--- src/rtl/mult_exec_unit_pkg.sv ---
// Shared constants for the iterative multiply unit: instruction package field
// positions, default widths and FSM state encoding.
package mult_exec_unit_pkg;

    localparam int WIDTH_DEF = 16;
    localparam int TAG_W_DEF = 6;
    localparam int ROB_W_DEF = 6;

    localparam int PKG_W     = 66;
    localparam int VALID_BIT = 65;
    localparam int TAG_MSB   = 64;
    localparam int TAG_LSB   = 59;
    localparam int ROB_MSB   = 58;
    localparam int ROB_LSB   = 53;
    localparam int SIGN_BIT  = 52;

    typedef enum logic [1:0] {
        ST_IDLE = 2'd0,
        ST_BUSY = 2'd1,
        ST_DONE = 2'd2
    } mult_state_e;

endpackage

--- src/rtl/mult_exec_unit_if.sv ---
// Issue-side / writeback-side signal bundle of the multiply unit.
// master = issue register + result consumers, slave = the multiply unit.
interface mult_exec_unit_if
    import mult_exec_unit_pkg::*;
#(
    parameter int WIDTH = WIDTH_DEF,
    parameter int TAG_W = TAG_W_DEF,
    parameter int ROB_W = ROB_W_DEF
);
    logic [PKG_W-1:0] mult_inst_pkg;
    logic [WIDTH-1:0] op_a;
    logic [WIDTH-1:0] op_b;
    logic             flush;
    logic             mult_done;
    logic             res_valid;
    logic [WIDTH-1:0] res_lo;
    logic [WIDTH-1:0] res_hi;
    logic [TAG_W-1:0] res_tag;
    logic [ROB_W-1:0] res_rob;

    modport master (
        output mult_inst_pkg, op_a, op_b, flush,
        input  mult_done, res_valid, res_lo, res_hi, res_tag, res_rob
    );

    modport slave (
        input  mult_inst_pkg, op_a, op_b, flush,
        output mult_done, res_valid, res_lo, res_hi, res_tag, res_rob
    );
endinterface

--- src/rtl/mult_exec_unit_dp.sv ---
// Radix-2 shift-add datapath: accumulator, multiplicand/multiplier shifters, step counter.
// One multiplier bit consumed per step; acc_nxt exposes the post-step accumulator.
module mult_shift_add_dp #(
    parameter int WIDTH = 16
) (
    input  logic               clk,
    input  logic               rst_n,
    input  logic               load,
    input  logic               step,
    input  logic [WIDTH-1:0]   mcand_in,
    input  logic [WIDTH-1:0]   mplier_in,
    output logic [2*WIDTH-1:0] acc_nxt,
    output logic               last
);
    localparam int CNT_W = (WIDTH > 1) ? $clog2(WIDTH) : 1;

    logic [2*WIDTH-1:0] acc_q, acc_d;
    logic [2*WIDTH-1:0] mcand_q, mcand_d;
    logic [WIDTH-1:0]   mplier_q, mplier_d;
    logic [CNT_W-1:0]   cnt_q, cnt_d;

    assign acc_nxt = mplier_q[0] ? (acc_q + mcand_q) : acc_q;
    assign last    = (cnt_q == CNT_W'(WIDTH - 1));

    always_comb begin
        acc_d    = acc_q;
        mcand_d  = mcand_q;
        mplier_d = mplier_q;
        cnt_d    = cnt_q;
        if (load) begin
            acc_d    = '0;
            mcand_d  = {{WIDTH{1'b0}}, mcand_in};
            mplier_d = mplier_in;
            cnt_d    = '0;
        end else if (step) begin
            acc_d    = acc_nxt;
            mcand_d  = mcand_q << 1;
            mplier_d = mplier_q >> 1;
            cnt_d    = cnt_q + CNT_W'(1);
        end
    end

    always_ff @(posedge clk or negedge rst_n) begin
        if (!rst_n) begin
            acc_q    <= '0;
            mcand_q  <= '0;
            mplier_q <= '0;
            cnt_q    <= '0;
        end else begin
            acc_q    <= acc_d;
            mcand_q  <= mcand_d;
            mplier_q <= mplier_d;
            cnt_q    <= cnt_d;
        end
    end
endmodule

--- src/rtl/mult_exec_unit.sv ---
// Iterative multiply unit: captures the held package in IDLE, WIDTH shift-add cycles, one DONE cycle.
// Latency WIDTH+1 to mult_done/res_valid; flush squashes any state and acks a valid held package.
module mult_exec_unit
    import mult_exec_unit_pkg::*;
#(
    parameter int WIDTH = WIDTH_DEF,
    parameter int TAG_W = TAG_W_DEF,
    parameter int ROB_W = ROB_W_DEF
) (
    input  logic             clk,
    input  logic             rst_n,
    mult_exec_unit_if.slave  io
);
    mult_state_e        state_q, state_d;
    logic [TAG_W-1:0]   tag_q, tag_d;
    logic [ROB_W-1:0]   rob_q, rob_d;
    logic               neg_q, neg_d;
    logic [WIDTH-1:0]   res_lo_q, res_lo_d;
    logic [WIDTH-1:0]   res_hi_q, res_hi_d;
    logic [TAG_W-1:0]   res_tag_q, res_tag_d;
    logic [ROB_W-1:0]   res_rob_q, res_rob_d;

    logic               pkg_vld, pkg_sgn, pkg_unused;
    logic [WIDTH-1:0]   a_mag, b_mag;
    logic [2*WIDTH-1:0] acc_nxt, prod;
    logic               accept, step, dp_last, done_load;

    assign pkg_vld    = io.mult_inst_pkg[VALID_BIT];
    assign pkg_sgn    = io.mult_inst_pkg[SIGN_BIT];
    assign pkg_unused = ^io.mult_inst_pkg[SIGN_BIT-1:0];

    // Magnitude of -2^(WIDTH-1) wraps to itself, which is correct read as unsigned.
    assign a_mag = (pkg_sgn && io.op_a[WIDTH-1]) ? -io.op_a : io.op_a;
    assign b_mag = (pkg_sgn && io.op_b[WIDTH-1]) ? -io.op_b : io.op_b;
    assign prod  = neg_q ? -acc_nxt : acc_nxt;

    mult_shift_add_dp #(.WIDTH(WIDTH)) u_dp (
        .clk       (clk),
        .rst_n     (rst_n),
        .load      (accept),
        .step      (step),
        .mcand_in  (a_mag),
        .mplier_in (b_mag),
        .acc_nxt   (acc_nxt),
        .last      (dp_last)
    );

    always_comb begin
        state_d = state_q;
        accept  = 1'b0;
        step    = 1'b0;
        unique case (state_q)
            ST_IDLE: begin
                if (pkg_vld && !io.flush) begin
                    accept  = 1'b1;
                    state_d = ST_BUSY;
                end
            end
            ST_BUSY: begin
                step = !io.flush;
                if (dp_last) state_d = ST_DONE;
            end
            ST_DONE: state_d = ST_IDLE;
            default: state_d = ST_IDLE;
        endcase
        if (io.flush) state_d = ST_IDLE;
    end

    // Result registers load on the final BUSY edge so they are stable throughout DONE.
    assign done_load = (state_q == ST_BUSY) && dp_last && !io.flush;

    always_comb begin
        tag_d     = tag_q;
        rob_d     = rob_q;
        neg_d     = neg_q;
        res_lo_d  = res_lo_q;
        res_hi_d  = res_hi_q;
        res_tag_d = res_tag_q;
        res_rob_d = res_rob_q;
        if (accept) begin
            tag_d = TAG_W'(io.mult_inst_pkg[TAG_MSB:TAG_LSB]);
            rob_d = ROB_W'(io.mult_inst_pkg[ROB_MSB:ROB_LSB]);
            neg_d = pkg_sgn && (io.op_a[WIDTH-1] ^ io.op_b[WIDTH-1]);
        end
        if (done_load) begin
            res_lo_d  = prod[WIDTH-1:0];
            res_hi_d  = prod[2*WIDTH-1:WIDTH];
            res_tag_d = tag_q;
            res_rob_d = rob_q;
        end
    end

    always_ff @(posedge clk or negedge rst_n) begin
        if (!rst_n) begin
            state_q   <= ST_IDLE;
            tag_q     <= '0;
            rob_q     <= '0;
            neg_q     <= 1'b0;
            res_lo_q  <= '0;
            res_hi_q  <= '0;
            res_tag_q <= '0;
            res_rob_q <= '0;
        end else begin
            state_q   <= state_d;
            tag_q     <= tag_d;
            rob_q     <= rob_d;
            neg_q     <= neg_d;
            res_lo_q  <= res_lo_d;
            res_hi_q  <= res_hi_d;
            res_tag_q <= res_tag_d;
            res_rob_q <= res_rob_d;
        end
    end

    assign io.mult_done = io.flush ? pkg_vld : (state_q == ST_DONE);
    assign io.res_valid = (state_q == ST_DONE) && !io.flush;
    assign io.res_lo    = res_lo_q;
    assign io.res_hi    = res_hi_q;
    assign io.res_tag   = res_tag_q;
    assign io.res_rob   = res_rob_q;
endmodule

--- src/flat_wrapper.sv ---
// flat-port wrapper written by rule: the top's interface ports become plain ports
module mult_exec_unit_flat import mult_exec_unit_pkg::*;
#(
    parameter int WIDTH = WIDTH_DEF,
    parameter int TAG_W = TAG_W_DEF,
    parameter int ROB_W = ROB_W_DEF
)
  (clk, rst_n, io_mult_inst_pkg, io_op_a, io_op_b, io_flush, io_mult_done, io_res_valid, io_res_lo, io_res_hi, io_res_tag, io_res_rob);
  mult_exec_unit_if #(.WIDTH(WIDTH), .TAG_W(TAG_W), .ROB_W(ROB_W)) io_i ();
  input  logic clk;
  input  logic rst_n;
  input wire logic [$bits(io_i.mult_inst_pkg)-1:0] io_mult_inst_pkg;
  input wire logic [$bits(io_i.op_a)-1:0] io_op_a;
  input wire logic [$bits(io_i.op_b)-1:0] io_op_b;
  input wire logic [$bits(io_i.flush)-1:0] io_flush;
  output wire logic [$bits(io_i.mult_done)-1:0] io_mult_done;
  output wire logic [$bits(io_i.res_valid)-1:0] io_res_valid;
  output wire logic [$bits(io_i.res_lo)-1:0] io_res_lo;
  output wire logic [$bits(io_i.res_hi)-1:0] io_res_hi;
  output wire logic [$bits(io_i.res_tag)-1:0] io_res_tag;
  output wire logic [$bits(io_i.res_rob)-1:0] io_res_rob;
  assign io_i.mult_inst_pkg = io_mult_inst_pkg;
  assign io_i.op_a = io_op_a;
  assign io_i.op_b = io_op_b;
  assign io_i.flush = io_flush;
  assign io_mult_done = io_i.mult_done;
  assign io_res_valid = io_i.res_valid;
  assign io_res_lo = io_i.res_lo;
  assign io_res_hi = io_i.res_hi;
  assign io_res_tag = io_i.res_tag;
  assign io_res_rob = io_i.res_rob;
  mult_exec_unit #(.WIDTH(WIDTH), .TAG_W(TAG_W), .ROB_W(ROB_W)) u_core (.clk(clk), .rst_n(rst_n), .io(io_i));
endmodule
--- config.mk ---
export PLATFORM = sky130hd
export DESIGN_NAME = mult_exec_unit_flat
export DESIGN_NICKNAME = d
export VERILOG_FILES = /design/src/rtl/mult_exec_unit_pkg.sv /design/src/rtl/mult_exec_unit_if.sv /design/src/rtl/mult_exec_unit_dp.sv /design/src/rtl/mult_exec_unit.sv /design/src/flat_wrapper.sv
export SDC_FILE = /design/constraint.sdc
export NUM_CORES = 1
export LEC_CHECK = 0
export CAP_MARGIN = 20
export CORE_ASPECT_RATIO = 2
export CORE_MARGIN = 5
export CORE_UTILIZATION = 55
export DETAILED_ROUTE_END_ITERATION = 10
export PLACE_DENSITY = 0.93
export SLEW_MARGIN = 25
export SYNTH_ARGS = -nofsm -noshare
export SYNTH_HDL_FRONTEND = slang
export SYNTH_HIERARCHICAL = 1
export SYNTH_SLANG_ARGS = --single-unit
--- constraint.sdc ---
create_clock -name clk -period 5.9 [get_ports clk]
set_input_delay 0.59 -clock clk [delete_from_list [all_inputs] [get_ports clk]]
set_output_delay 0.59 -clock clk [all_outputs]
set_load 0.005 [all_outputs]
==> flow_metrics.tcl, run 1 <==
set metrics [dict create \
    status "complete, no violations" \
    tritoncts_num_sinks 143 \
    globalRoute.busiestLayer "met2" \
    drt_iter0_drc 514 \
    via_per_inst 6.226 \
    cap_violations 0 \
    synth.avg_cell_area_um2 9.106 \
    insertion_delay_ps 430 \
    gp_congestion 0.9881 \
    slew_headroom_pct 36.19 \
    endpoint_kind "flip-flop" \
    htreeDepth 4 \
    ctsHoldBuffers 0 \
    dpl.hpwl_um 18600 \
    cp_max_fo 8 \
    clock-root-buffer "clkbuf_16" \
    n_antenna_cell 0 \
    syn_inst 1019 \
    grtUsageMet2_pct 49.22 \
    synth_seq_cells 143 \
    wirelength_um 26700 \
    drv_slew 0 \
    post-route-min-period_ps 4938 \
    grt_pass1_vias 8444 \
    die_w_um 101.8 \
    first_pass_iters 5 \
    clkSlewWorstSetupHoldPaths_ps 70 \
    stdcell_count 1306 \
    rsz0062_at_grt "no" \
    numCtsBuffers 17 \
    synth_cell_types 69 \
    grt_pass1_wl_um 42370 \
    num_vias 8131 \
    cp.arrival_ps 5230 \
    synthArstFlopShare_pct 100.0 \
    nNetsFinal 1223 \
    hold_path_class "in -> async" \
    ys.flop_type "dfrtp_1" \
    use_met1_pct 27.59 \
    start_kind "flip-flop" \
    setup_violations 0 \
    yosysSeqAreaShare_pct 38.57 \
    yosys_warnings 6 \
    antenna_found_initial 0 \
    cts_tree "yes" \
    io_pins 147 \
    die_y_um 193.7 \
    power.density_nw_per_um2 344.0 \
    tightest_slew_ps 957.2 \
    syn_to_final_growth_pct 18.27 \
    fmax_mhz 202.5 \
    critPathKind "reg -> reg" \
    leakage_nw 4.959 \
    synth-edff-count 0 \
    io_buffers 94 \
    overflow 0 \
    syn_nets 1156 \
    drive_gt1_share_pct 9.736 \
    dieArea_um2 19730 \
    grt_max_degree 100 \
    place_inst 1274 \
    postRouteAntennaNets 0 \
    core-area_um2 16680 \
    initial_core_util_pct 55.62 \
    use_met3_pct 3.565 \
    post_cts_resized 0 \
    final.setup.tns_ps 0 \
    fin_skew_ps 10.90 \
    hold_violations 0 \
    period_share_pct 83.70 \
    syn_area_um2 9279 \
    ir_worst_vdd_v 0.0002075 \
    cp.required_ps 6190 \
    grt_util_all_layers_pct 27.39 \
    cts.path.max_buffers 2 \
    num_rows 67 \
    drc 0 \
    postCtsSetupRepairBufs 0 \
    wl_per_cell_um 20.44 \
]
==> where the power goes <==
| part | internal [W] | leakage [nW] | switching [W] |
|---|---|---|---|
| clock | 0.000726 | 0.312 | 0.000453 |
| sequential | 0.00111 | 1.91 | 0.000142 |
| combinational | 0.000512 | 2.74 | 0.000828 |
==> critical path: stages (launching register included) <==
cell and delay (ps):
dfrtp_1 400, ha_1 260, fa_1 410, a21o_1 220
a221oi_2 360, o21ai_2 150, a31oi_2 250, o21ai_1 150
a311oi_1 360, xnor2_1 100, mux2_2 330, or4_1 560
or3_1 540, o41ai_1 450, xor2_1 190, o21ai_1 70
==> routing by layer <==
layer,share of wire [%],wire length (µm)
met1,33,8789
met2,54,14460
met3,4.0,1065
met4,8.9,2380
met5,0,0
==> final timing paths <==
check                           slack [ps]                      end            startpoint  depth (start not counted)
worst max register to register         960     u_core/io.res_hi[11]  u_core/u_dp/acc_q[0]                         15
max in group asynchronous             4430      u_core/io.res_hi[6]                 rst_n                          2
min in group clk                       470     u_core/io.res_rob[0]       u_core/rob_q[0]                          2
worst min register to register         470     u_core/io.res_rob[0]       u_core/rob_q[0]                          2
worst max-delay path                   960     u_core/io.res_hi[11]  u_core/u_dp/acc_q[0]                         15
worst min-delay path                   210  u_core/u_dp/mcand_q[20]                 rst_n                          1
==> synthesized netlist by cell type (15+ instances only) <==
cell,instances,area [µm²]
dfrtp_1,143,3578
nand2_1,140,525.5
nor2_1,91,341.6
o21ai_0,70,350.3
mux2i_1,60,600.6
a21oi_1,59,295.3
xor2_1,58,508.0
clkbuf_1,37,138.9
mux2_2,37,416.7
ha_1,35,437.9
xnor2_1,30,262.8
inv_1,28,105.1
a21o_1,19,142.6
nand3_1,16,80.08
nor3_1,15,75.07
o31ai_1,15,112.6
==> cell usage in the layout (no fill, tap or decap), types with 4 or more instances in the layout <==
| master | count |
|---|---|
| nor3_1 | 15 |
| xor2_1 | 58 |
| o211ai_1 | 5 |
| a31oi_1 | 9 |
| or3_1 | 8 |
| nor2_1 | 91 |
| ha_1 | 35 |
| mux2i_1 | 60 |
| mux2_2 | 37 |
| o21a_1 | 4 |
| clkdlybuf4s50_1 | 93 |
| dfrtp_1 | 142 |
| inv_1 | 28 |
| a21o_1 | 19 |
| o21bai_1 | 5 |
| nand3_1 | 16 |
| inv_6 | 6 |
| or2_2 | 4 |
| o21ai_0 | 70 |
| nand2_1 | 139 |
| and3_1 | 8 |
| a211o_1 | 4 |
| bufinv_16 | 4 |
| o21ai_1 | 9 |
| clkbuf_16 | 17 |
| xnor2_1 | 30 |
| buf_4 | 7 |
| a21oi_1 | 59 |
| or4_1 | 8 |
| nor4_1 | 8 |
| nor3b_1 | 4 |
| o41ai_1 | 8 |
| nand4_1 | 6 |
| and2_1 | 4 |
| a21boi_0 | 4 |
| nand2b_1 | 4 |
| o31ai_1 | 15 |
==> through the flow <==
step	hold WS [ps]	instance area, µm²	worst slack, ps	power, W	utilization (%)
floorplan	294.4	9279	1458	0.002205	-
finish	212.7	10970	961.9	0.003775	65.78
global route	285.6	10970	589.9	0.003949	65.78
CTS	261.1	10960	958.0	0.003752	65.72
global placement	443.0	10330	1195	0.002487	61.90
detailed placement	450.5	10330	1060	0.002548	61.90
==> layout make-up <==
class	count	area (µm²)
inverter	29	108.9
tap	207	259.0
clock inverter	14	198.9
timing repair buffer	102	1015
fill	1261	5708
sequential	143	3580
clock buffer	18	439.2
multi-input combinational	793	5374
==> state kept, by name, indices dropped and copies added, names as in the netlist <==
register	cells
u_core/io.res_hi	16
u_core/io.res_rob	6
u_core/u_dp/mcand_q	32
u_core/u_dp/acc_q	32
u_core/state_q	2
u_core/rob_q	6
u_core/io.res_lo	16
u_core/neg_q	1
u_core/u_dp/cnt_q	4
u_core/tag_q	6
u_core/io.res_tag	6
u_core/u_dp/mplier_q	16
==> cells by family (layout without fill, tap and decap cells) <==
logic type      count (synthesis)  in the layout  share of synthesized area [%]
simple gates                  332            332                          16.44
fa+ha+maj                      36             36                          4.935
xor+xnor                       88             88                          8.306
mux                            97             97                          10.96
buf+inv                        83            163                          3.735
flops                         143            143                          38.57
compound gates                240            240                          17.06
Note: power is estimated with default switching activity, not from simulation.
==> run 2: changes to the inputs <==
--- a/config.mk
+++ b/config.mk
@@ -8,9 +8,9 @@
 export CAP_MARGIN = 20
 export CORE_ASPECT_RATIO = 2
 export CORE_MARGIN = 5
-export CORE_UTILIZATION = 55
+export CORE_UTILIZATION = 50
 export DETAILED_ROUTE_END_ITERATION = 10
-export PLACE_DENSITY = 0.93
+export PLACE_DENSITY = 0.89
 export SLEW_MARGIN = 25
 export SYNTH_ARGS = -nofsm -noshare
 export SYNTH_HDL_FRONTEND = slang
==> constraint.sdc (replaced) <==
create_clock -name clk -period 4.05 [get_ports clk]
set_input_delay 0.405 -clock clk [delete_from_list [all_inputs] [get_ports clk]]
set_output_delay 0.405 -clock clk [all_outputs]
set_load 0.005 [all_outputs]
==> run 2 against run 1 <==
- the flow now finishes with violations (negative setup slack)
- final area increased by 8.2%
- via count increased by 5.5%
- routed wire length is 6.6% higher
- fmax rose by 17%
- critical endpoint is now u_core/io.res_hi[15]
- non-clock buffer count rose by 74
- hold slack got worse by 190 ps
- die area is 9.2% higher
- clock skew down 1.7 ps
- setup slack got worse by 1100 ps
- count of clock-buffer cells in the layout rose by 1
- combinational power increased by 100%
- utilization down 0.90 points
==> flow_metrics.tcl, run 2 (synthesized netlist as in run 1, its figures left out) <==
set metrics [dict create \
    status "finished, violations left" \
    violations "negative setup slack" \
    die_w_um 106.3 \
    tritoncts_num_sinks 143 \
    crit_chain "ha_2 > fa_2 > a21o_1 > buf_4 > a221o_1 > a31oi_4 > a21oi_2 > o31ai_2 > xnor2_1 > mux2_2 > nor4_4 > buf_4 > nand3_1 > o41ai_4 > xor2_1 > o21ai_1" \
    drive_gt1_share_pct 18.24 \
    cp.buffers_inverters 2 \
    overflow 0 \
    crit_family "compound AO/OA/AOI/OAI gates" \
    die_y_um 202.7 \
    start_kind "flip-flop" \
    fin_skew_ps 9.217 \
    io_buffers 94 \
    ctsHoldBuffers 0 \
    dieArea_um2 21550 \
    critPathCapture "u_core/io.res_hi[15]" \
    cap_violations 0 \
    numCtsBuffers 17 \
    power.density_nw_per_um2 516.7 \
    fmax_mhz 236.4 \
    multi_input_area_um2 5697 \
    period_share_pct 104.5 \
    htreeDepth 4 \
    slew_headroom_pct 42.17 \
    r2r_start "u_core/u_dp/acc_q[0]" \
    n_antenna_cell 0 \
    setup_violations 15 \
    first_pass_iters 7 \
    clock-root-buffer "clkbuf_16" \
    hold_path_class "in -> async" \
    cts_tree "yes" \
    critPathKind "reg -> reg" \
    num_rows 70 \
    clkSlewWorstSetupHoldPaths_ps 60 \
    largestRegisters "u_core/u_dp/acc_q: 32 flops, u_core/u_dp/mcand_q: 32 flops" \
    utilization_pct 64.89 \
    crit_cells 16 \
    via_per_inst 6.179 \
    drt_iter0_drc 587 \
    r2r_slack_ps -180 \
    dpl.hpwl_um 19270 \
    rsz0062_at_grt "yes" \
    nNetsFinal 1297 \
    endpoint_kind "flip-flop" \
    final-seq-area_um2 3580 \
    syn_to_final_growth_pct 28.01 \
    cp.required_ps 4340 \
    ir_worst_vdd_v 0.0003048 \
    wirelength_um 28470 \
    timing.hold.ws_ps 22.74 \
    initial_core_util_pct 50.69 \
    cp.arrival_ps 4520 \
    drv_slew 0 \
    grt_util_all_layers_pct 25.67 \
    timing.rr.end "u_core/io.res_hi[15]" \
    grt_pass1_wl_um 43870 \
    postRouteAntennaNets 0 \
    core-area_um2 18310 \
    fillers 1323 \
    slowest_delay_ps 390 \
    insertion_delay_ps 440 \
    layout_commonest_cell "dfrtp_1" \
    cp_common_cell "buf_4" \
    drc 0 \
    grt_max_degree 92 \
    antenna_found_initial 0 \
    tightest_slew_ps 867.4 \
    gp_congestion 0.9292 \
    leakage_nw 5.382 \
    cp-startpoint "u_core/u_dp/acc_q[0]" \
    wl_per_cell_um 20.49 \
    hold_violations 0 \
    worstRegToRegCells 16 \
    post-route-min-period_ps 4231 \
    cpMaxStageDelayCell "dfrtp_1" \
    num_vias 8582 \
    cts.path.max_buffers 2 \
    final_cell_mix "dfrtp_1, nand2_1, clkdlybuf4s50_1" \
    layout_setup_ws_ps -180.7 \
    cp_max_fo 3 \
    grt_pass1_vias 8804 \
    io_pins 147 \
]
-- run 2: where the power goes --
group | internal, W | total (W) | switching, W
Combinational | 0.00118 | 0.00269 | 0.00152
Clock | 0.000954 | 0.00163 | 0.000677
Sequential | 0.00162 | 0.00181 | 0.000192
Total | 0.00375 | 0.00614 | 0.00238
-- run 2: worst min-delay path by stage --
stage                                         end
after global routing         u_core/u_dp/acc_q[6]
final                     u_core/u_dp/mcand_q[21]
after detailed placement     u_core/io.res_tag[5]
after CTS                 u_core/u_dp/mcand_q[21]
after floorplan               u_core/io.res_hi[0]
after global placement       u_core/io.res_tag[4]
-- run 2: final cells by class --
class	instances	share of cell area (%)
timing repair buffer	176	13.60
multi-input combinational	793	47.96
inverter	29	0.9165
clock buffer	19	3.813
sequential	143	30.14
tap	216	2.275
clock inverter	13	1.296
-- run 2: what timing repair did --
| item | CTS | global route |
|---|---|---|
| pin swaps | 9 | 11 |
| endpoints found under the setup margin | 17 | 19 |
| cloned | 0 | 0 |
| setup buffers | 2 | 5 |
| gates resized for setup | 25 | 20 |
-- run 2: per-layer routing --
metal	share of wire (%)	vias to the layer above	routed length (µm)	GRT usage [%]
met2	55	383	15690	48.43
met1	32	4163	9166	24.49
met4	8.4	0	2395	19.27
met3	4.3	158	1218	3.404
li1	-	3878	-	-
met5	0	-	0	0
-- run 2: through the flow --
step | instance area [µm²] | total power, W | cells | setup slack [ps] | TNS, ps
finish | 11880 | 0.006137 | 1389 | -180.7 | -1448
global placement | 10910 | 0.004015 | 1350 | -88.05 | -730.6
CTS | 11680 | 0.005863 | 1384 | -89.84 | -518.7
global route | 11880 | 0.006414 | 1389 | -367.3 | -3897
detailed placement | 10910 | 0.004106 | 1350 | -235.1 | -2427
floorplan | 9345 | 0.003272 | 1019 | -36.26 | -80.70
